File: config.mk
export PLATFORM = sky130hd
export DESIGN_NAME = seg7_scan_driver
export DESIGN_NICKNAME = d
export VERILOG_FILES = /design/src/rtl/seg7_pkg.sv /design/src/rtl/bcd_to_seg7.sv /design/src/rtl/seg7_scan_driver.sv
export SDC_FILE = /design/constraint.sdc
export NUM_CORES = 1
export LEC_CHECK = 0
export ABC_AREA = 1
export CORE_MARGIN = 2
export CORE_UTILIZATION = 52
export DETAILED_ROUTE_END_ITERATION = 6
export PLACE_DENSITY = 0.81
export SYNTH_ARGS = -nofsm -noshare
export SYNTH_HDL_FRONTEND = slang
export SYNTH_HIERARCHICAL = 1
export SYNTH_SLANG_ARGS = --single-unit
File: constraint.sdc
create_clock -name clk -period 5.8 [get_ports clk]
set_input_delay 0.58 -clock clk [delete_from_list [all_inputs] [get_ports clk]]
set_output_delay 0.58 -clock clk [all_outputs]
set_load 0.02 [all_outputs]
File: src/rtl/seg7_pkg.sv
// seg7_pkg
// Shared constants for the 7-segment scan driver.
//   SEG_BLANK  : all segments off (active-low)
//   SEG_DASH   : only segment g lit, shown for non-BCD codes
//   SEG_GLYPHS : active-low {g,f,e,d,c,b,a} patterns for digits 0-9
//   ANODE_OFF  : all anodes disabled (active-low)
//   anode_sel(): one-hot-low anode pattern for a digit index
package seg7_pkg;

    localparam logic [6:0] SEG_BLANK = 7'b1111111;
    localparam logic [6:0] SEG_DASH  = 7'b0111111;
    localparam logic [3:0] ANODE_OFF = 4'b1111;

    // Entry order in the concatenation is 9 down to 0.
    localparam logic [9:0][6:0] SEG_GLYPHS = {
        7'b0010000,  // 9
        7'b0000000,  // 8
        7'b1111000,  // 7
        7'b0000010,  // 6
        7'b0010010,  // 5
        7'b0011001,  // 4
        7'b0110000,  // 3
        7'b0100100,  // 2
        7'b1111001,  // 1
        7'b1000000   // 0
    };

    function automatic logic [3:0] anode_sel(input logic [1:0] idx);
        return ~(4'b0001 << idx);
    endfunction

endpackage

File: src/rtl/bcd_to_seg7.sv
// bcd_to_seg7
// Combinational BCD to active-low 7-segment decoder.
// Ports:
//   i_code : 4-bit digit code
//   o_seg  : {g,f,e,d,c,b,a}, active-low; codes 10-15 decode to a dash
module bcd_to_seg7
    import seg7_pkg::*;
(
    input  logic [3:0] i_code,
    output logic [6:0] o_seg
);

    always_comb begin
        o_seg = SEG_DASH;
        if (i_code < 4'd10) begin
            o_seg = SEG_GLYPHS[i_code];
        end
    end

endmodule

File: src/rtl/seg7_scan_driver.sv
// seg7_scan_driver
// Time-multiplexes four BCD digits onto a 4-digit common-anode display.
// A loaded value is held in a pending register and only copied into the
// displayed value when the scan wraps from digit 3 to digit 0, so a single
// refresh never mixes old and new digits.
// Ports:
//   clk            : system clock, rising edge
//   reset          : synchronous, active-high
//   bcd_in         : {d3,d2,d1,d0}, d0 rightmost
//   load           : one-cycle strobe capturing bcd_in
//   blank_lz       : 1 = blank leading zeros in d3..d1
//   dp_en          : per-digit decimal point enable, 1 = lit
//   an             : anode enables, active-low
//   seg            : {g,f,e,d,c,b,a}, active-low
//   dp             : decimal point, active-low
//   update_pending : a captured value is waiting for the frame boundary
//   frame_done     : one-cycle pulse when the scan wraps to digit 0
module seg7_scan_driver
    import seg7_pkg::*;
#(
    parameter int TICK_DIV = 100_000
) (
    input  logic        clk,
    input  logic        reset,
    input  logic [15:0] bcd_in,
    input  logic        load,
    input  logic        blank_lz,
    input  logic [3:0]  dp_en,
    output logic [3:0]  an,
    output logic [6:0]  seg,
    output logic        dp,
    output logic        update_pending,
    output logic        frame_done
);

    localparam int CNT_W = (TICK_DIV > 2) ? $clog2(TICK_DIV) : 1;
    localparam logic [CNT_W-1:0] CNT_LAST = CNT_W'(TICK_DIV - 1);

    logic [CNT_W-1:0] r_cnt;
    logic [1:0]       r_idx;
    logic [15:0]      r_disp;
    logic [15:0]      r_pend;
    logic             r_pending;
    logic [3:0]       r_an;
    logic [6:0]       r_seg;
    logic             r_dp;
    logic             r_frame_done;

    logic             w_tick;
    logic             w_wrap;
    logic [1:0]       w_idx_nxt;
    logic [15:0]      w_disp_nxt;
    logic [3:0]       w_nibble;
    logic [6:0]       w_dec_seg;
    logic             w_lz3;
    logic             w_lz2;
    logic             w_lz1;
    logic             w_blank;
    logic [6:0]       w_seg_nxt;

    always_comb begin
        w_tick    = (r_cnt == CNT_LAST);
        w_wrap    = w_tick && (r_idx == 2'd3);
        w_idx_nxt = w_tick ? (r_idx + 2'd1) : r_idx;

        // A load landing on the wrap edge bypasses pend and supersedes it.
        w_disp_nxt = r_disp;
        if (w_wrap) begin
            if (load) begin
                w_disp_nxt = bcd_in;
            end else if (r_pending) begin
                w_disp_nxt = r_pend;
            end
        end
    end

    // Outputs are computed from the post-edge index and value so that a
    // frame-boundary update is visible on the very edge it is taken.
    always_comb begin
        case (w_idx_nxt)
            2'd0:    w_nibble = w_disp_nxt[3:0];
            2'd1:    w_nibble = w_disp_nxt[7:4];
            2'd2:    w_nibble = w_disp_nxt[11:8];
            default: w_nibble = w_disp_nxt[15:12];
        endcase
    end

    bcd_to_seg7 u_dec (
        .i_code (w_nibble),
        .o_seg  (w_dec_seg)
    );

    // A digit is a leading zero when it and every digit above it are zero.
    // Invalid codes are non-zero, so they are never blanked.
    always_comb begin
        w_lz3 = (w_disp_nxt[15:12] == 4'd0);
        w_lz2 = w_lz3 && (w_disp_nxt[11:8] == 4'd0);
        w_lz1 = w_lz2 && (w_disp_nxt[7:4] == 4'd0);
        case (w_idx_nxt)
            2'd1:    w_blank = blank_lz && w_lz1;
            2'd2:    w_blank = blank_lz && w_lz2;
            2'd3:    w_blank = blank_lz && w_lz3;
            default: w_blank = 1'b0;
        endcase
        w_seg_nxt = w_blank ? SEG_BLANK : w_dec_seg;
    end

    always_ff @(posedge clk) begin
        if (reset) begin
            r_cnt        <= '0;
            r_idx        <= 2'd0;
            r_disp       <= 16'h0000;
            r_pend       <= 16'h0000;
            r_pending    <= 1'b0;
            r_an         <= ANODE_OFF;
            r_seg        <= SEG_BLANK;
            r_dp         <= 1'b1;
            r_frame_done <= 1'b0;
        end else begin
            r_cnt        <= w_tick ? '0 : (r_cnt + CNT_W'(1));
            r_idx        <= w_idx_nxt;
            r_disp       <= w_disp_nxt;
            r_frame_done <= w_wrap;

            if (load) begin
                r_pend <= bcd_in;
            end

            if (w_wrap) begin
                r_pending <= 1'b0;
            end else if (load) begin
                r_pending <= 1'b1;
            end

            // Display outputs only move on slot boundaries; they hold between.
            if (w_tick) begin
                r_an  <= anode_sel(w_idx_nxt);
                r_seg <= w_seg_nxt;
                r_dp  <= ~dp_en[w_idx_nxt];
            end
        end
    end

    assign an             = r_an;
    assign seg            = r_seg;
    assign dp             = r_dp;
    assign update_pending = r_pending;
    assign frame_done     = r_frame_done;

endmodule

==> flow_summary.ini <==
[cts]
clk_pin_slew_ns = 0.07
postCtsSetupBuffers = 0
cts_root_buffer = clkbuf_8
cts_tree = done
cts.sinks = 65
cts_resized = 0
h-tree-depth = 3
hold_buffers = 0
cts_made_buffers = 9
clockBufferDepth = 2
clkLatencyLatePin_ns = 0.34

[sta]
fmax_mhz = 266
fin_crit_sh = 0.647
tightest_slew_ns = 0.921
slew_headroom = 0.384
hold_violations = 0
setup_viol = 0
rsz0062_at_grt = no
fin_crit_ns = 3.76
clock_skew_ns = 0.00528
drv_slew = 0
tns_ns = 0

[placement]
io_buffers = 37
place_hpwl_um = 5540
place_area_mm2 = 0.00386
gp_congestion = 0.925

[detailed_routing]
post-route-drc-count = 0
drt_wl_total_um = 7930
drt_first_pass_iters = 4
vias_per_cell = 5.32
drtAntennaViolNets = 0
wl_per_cell_um = 13.0
vias = 3243
drtIter0Drc = 218

[worst_setup_path]
crit_path_cell_trace = clkdlybuf4s50_1, inv_1, a21boi_0, nand3_1, nand2_1, a21oi_1, a21oi_1, a22oi_1, nand2_1, nand3_1, nand2_1, nor2_1, a21oi_2
cp_max_fo = 24
cp_slowest_stage_delay_ns = 0.83
startpoint_type = input pin
cp-end-kind = flip-flop
critical_path_class = in -> reg
crit_top_cell = nand2_1
crit_slowest_cell = clkdlybuf4s50_1
cp.required_ns = 6.03
arrival_ns = 3.99

[yosys]
synth_flop_cell = dfxtp_1
synth_fa_ha_area_frac = 0.0253
async_flop_share = 0
yosys-mux-area-fraction = 0.00868
netlist_area_mm2 = 0.00346
yosys.area_share.xor_xnor = 0.00253
yosys_warnings = 6
yosysSeqAreaShare = 0.376
synth_nets = 527
synth_top_family_by_area = simple AND/OR/NAND/NOR gates
synth_edf_count = 0
synth_seq_cells = 65
synthDistinctLibCells = 42
synthSimpleGateAreaFrac = 0.361
synthCells = 496
synth_compound_area_frac = 0.140
postSynthAreaPerCell_um2 = 6.97

[cells_and_area]
final_common_cell = nand2_1
areaGrowthSynthToFinish_pct = 18.3
nets = 560
mostFrequentLayoutCells = nand2_1, nor2_1, dfxtp_1
postLayoutCellArea_mm2 = 0.00409
diodes = 0
drive_above_1_share = 0.105
num-fill-cells = 568

[floorplanning]
coreArea_mm2 = 0.00639
ios = 38
die_width_um = 85.6
initial_core_util = 0.542
row_count = 29
die_y_um = 85.6
die-area_mm2 = 0.00732

[power]
p_leak_nw = 1.71
ir_drop_mv = 0.181
switchingPower_mw = 0.204
seqPwrFrac = 0.482
p_sw_frac = 0.212
power_frac_comb = 0.056
clkPwrFrac = 0.463
internal_power_mw = 0.755
powerDensity_mw_per_mm2 = 234

[worst_hold_path]
hold_path_class = reg -> reg

[global_routing]
grt_pass1_vias = 3093
antenna_found_initial = 0
grt-ovfl-total = 0
grt_pass1_wl_um = 13600
grt_usage = 0.228
grt_max_degree = 38

[status]
outcome = finished clean

[flow_run]
cap_violations = 0
cell type report:
cell class / instances / area [um2] / area share
clock buffers: 13 / 169 / 0.0413
clock inverters: 2 / 60.1 / 0.0147
inverters: 60 / 225 / 0.0551
multi-input cells: 355 / 1860 / 0.455
flip-flops and latches: 65 / 1300 / 0.318
well taps: 77 / 96.3 / 0.0236
repair buffers: 38 / 378 / 0.0924
per-layer routing:
| layer | routed length [um] | share of wire | global-route usage | vias up |
|---|---|---|---|---|
| li1 | - | - | - | 1651 |
| met1 | 3580 | 0.45 | 0.289 | 1495 |
| met2 | 3870 | 0.49 | 0.384 | 85 |
| met3 | 350 | 0.044 | 0.0395 | 12 |
| met4 | 136 | 0.017 | 0.0967 | 0 |
| met5 | 0 | 0 | 0 | - |
cell usage after synthesis, drive strengths merged, types with 5 or more instances:
cell type / instances / area (um2)
inv: 59 / 221
ha: 7 / 87.6
nor3: 11 / 65.1
buf: 5 / 30.0
nand3: 20 / 130
nor2: 78 / 372
nand4: 10 / 83.8
o21ai: 15 / 78.8
dfxtp: 65 / 1300
clkbuf: 11 / 41.3
a21oi: 42 / 236
a21boi: 6 / 45.0
nand2: 140 / 556
flip-flops by register name (all words and copies together), names as in the netlist:
name and cells:
update_pending 1, r_idx 2, r_cnt 17, r_pend 16
frame_done 1, seg 7, r_disp 16, dp 1
an 4
critical path, delay by kind of cell:
family	cells	cell delay [ns]
buffers and inverters	2	1.55
and+or+nand+nor	6	0.73
AOI/OAI and AO/OA	5	1.12
per-stage QoR:
| stage | power (mW) | utilization | std cells | hold slack, ns | setup slack [ns] |
|---|---|---|---|---|---|
| final | 0.959 | 0.640 | 610 | 0.464 | 2.04 |
| after global routing | 0.992 | 0.640 | 610 | 0.476 | 1.70 |
| after CTS | 0.963 | 0.640 | 610 | 0.461 | 2.06 |
| after detailed placement | 0.524 | 0.605 | 595 | 0.451 | 1.75 |
| after global placement | 0.523 | 0.605 | 595 | 0.431 | 1.90 |
| after floorplan | 0.500 | - | 496 | 0.418 | 3.15 |
cell families (layout without fill, tap and decap cells):
| kind of cell | after synthesis | count (layout) |
|---|---|---|
| AND/OR/NAND/NOR | 265 | 265 |
| buffers and inverters | 76 | 113 |
| XOR/XNOR | 1 | 1 |
| multiplexers | 3 | 3 |
| AO/OA/AOI/OAI | 79 | 79 |
| flip-flops | 65 | 65 |
| adder cells (fa/ha/maj) | 7 | 7 |
power by group through the flow:
stage          combinational, mW  sequential, mW  clock, mW
2_1_floorplan             0.0313           0.469          0
3_5_place_dp              0.0528           0.472          0
6_report                  0.0536           0.462      0.444
5_1_grt                   0.0601           0.463      0.469
4_1_cts                   0.0538           0.462      0.448
3_3_place_gp              0.0522           0.471          0
final timing paths:
kind	start	slack [ns]	cells after the start	endpoint
max reg2reg	r_cnt[0]$_SDFF_PP0_	2.74	14	seg[5]$_SDFFE_PP1N_
min	r_cnt[0]$_SDFF_PP0_	0.46	1	r_cnt[0]$_SDFF_PP0_
min reg2reg	r_cnt[0]$_SDFF_PP0_	0.46	1	r_cnt[0]$_SDFF_PP0_
max	load	2.04	13	seg[5]$_SDFFE_PP1N_
(Power assumes the default switching activity.)
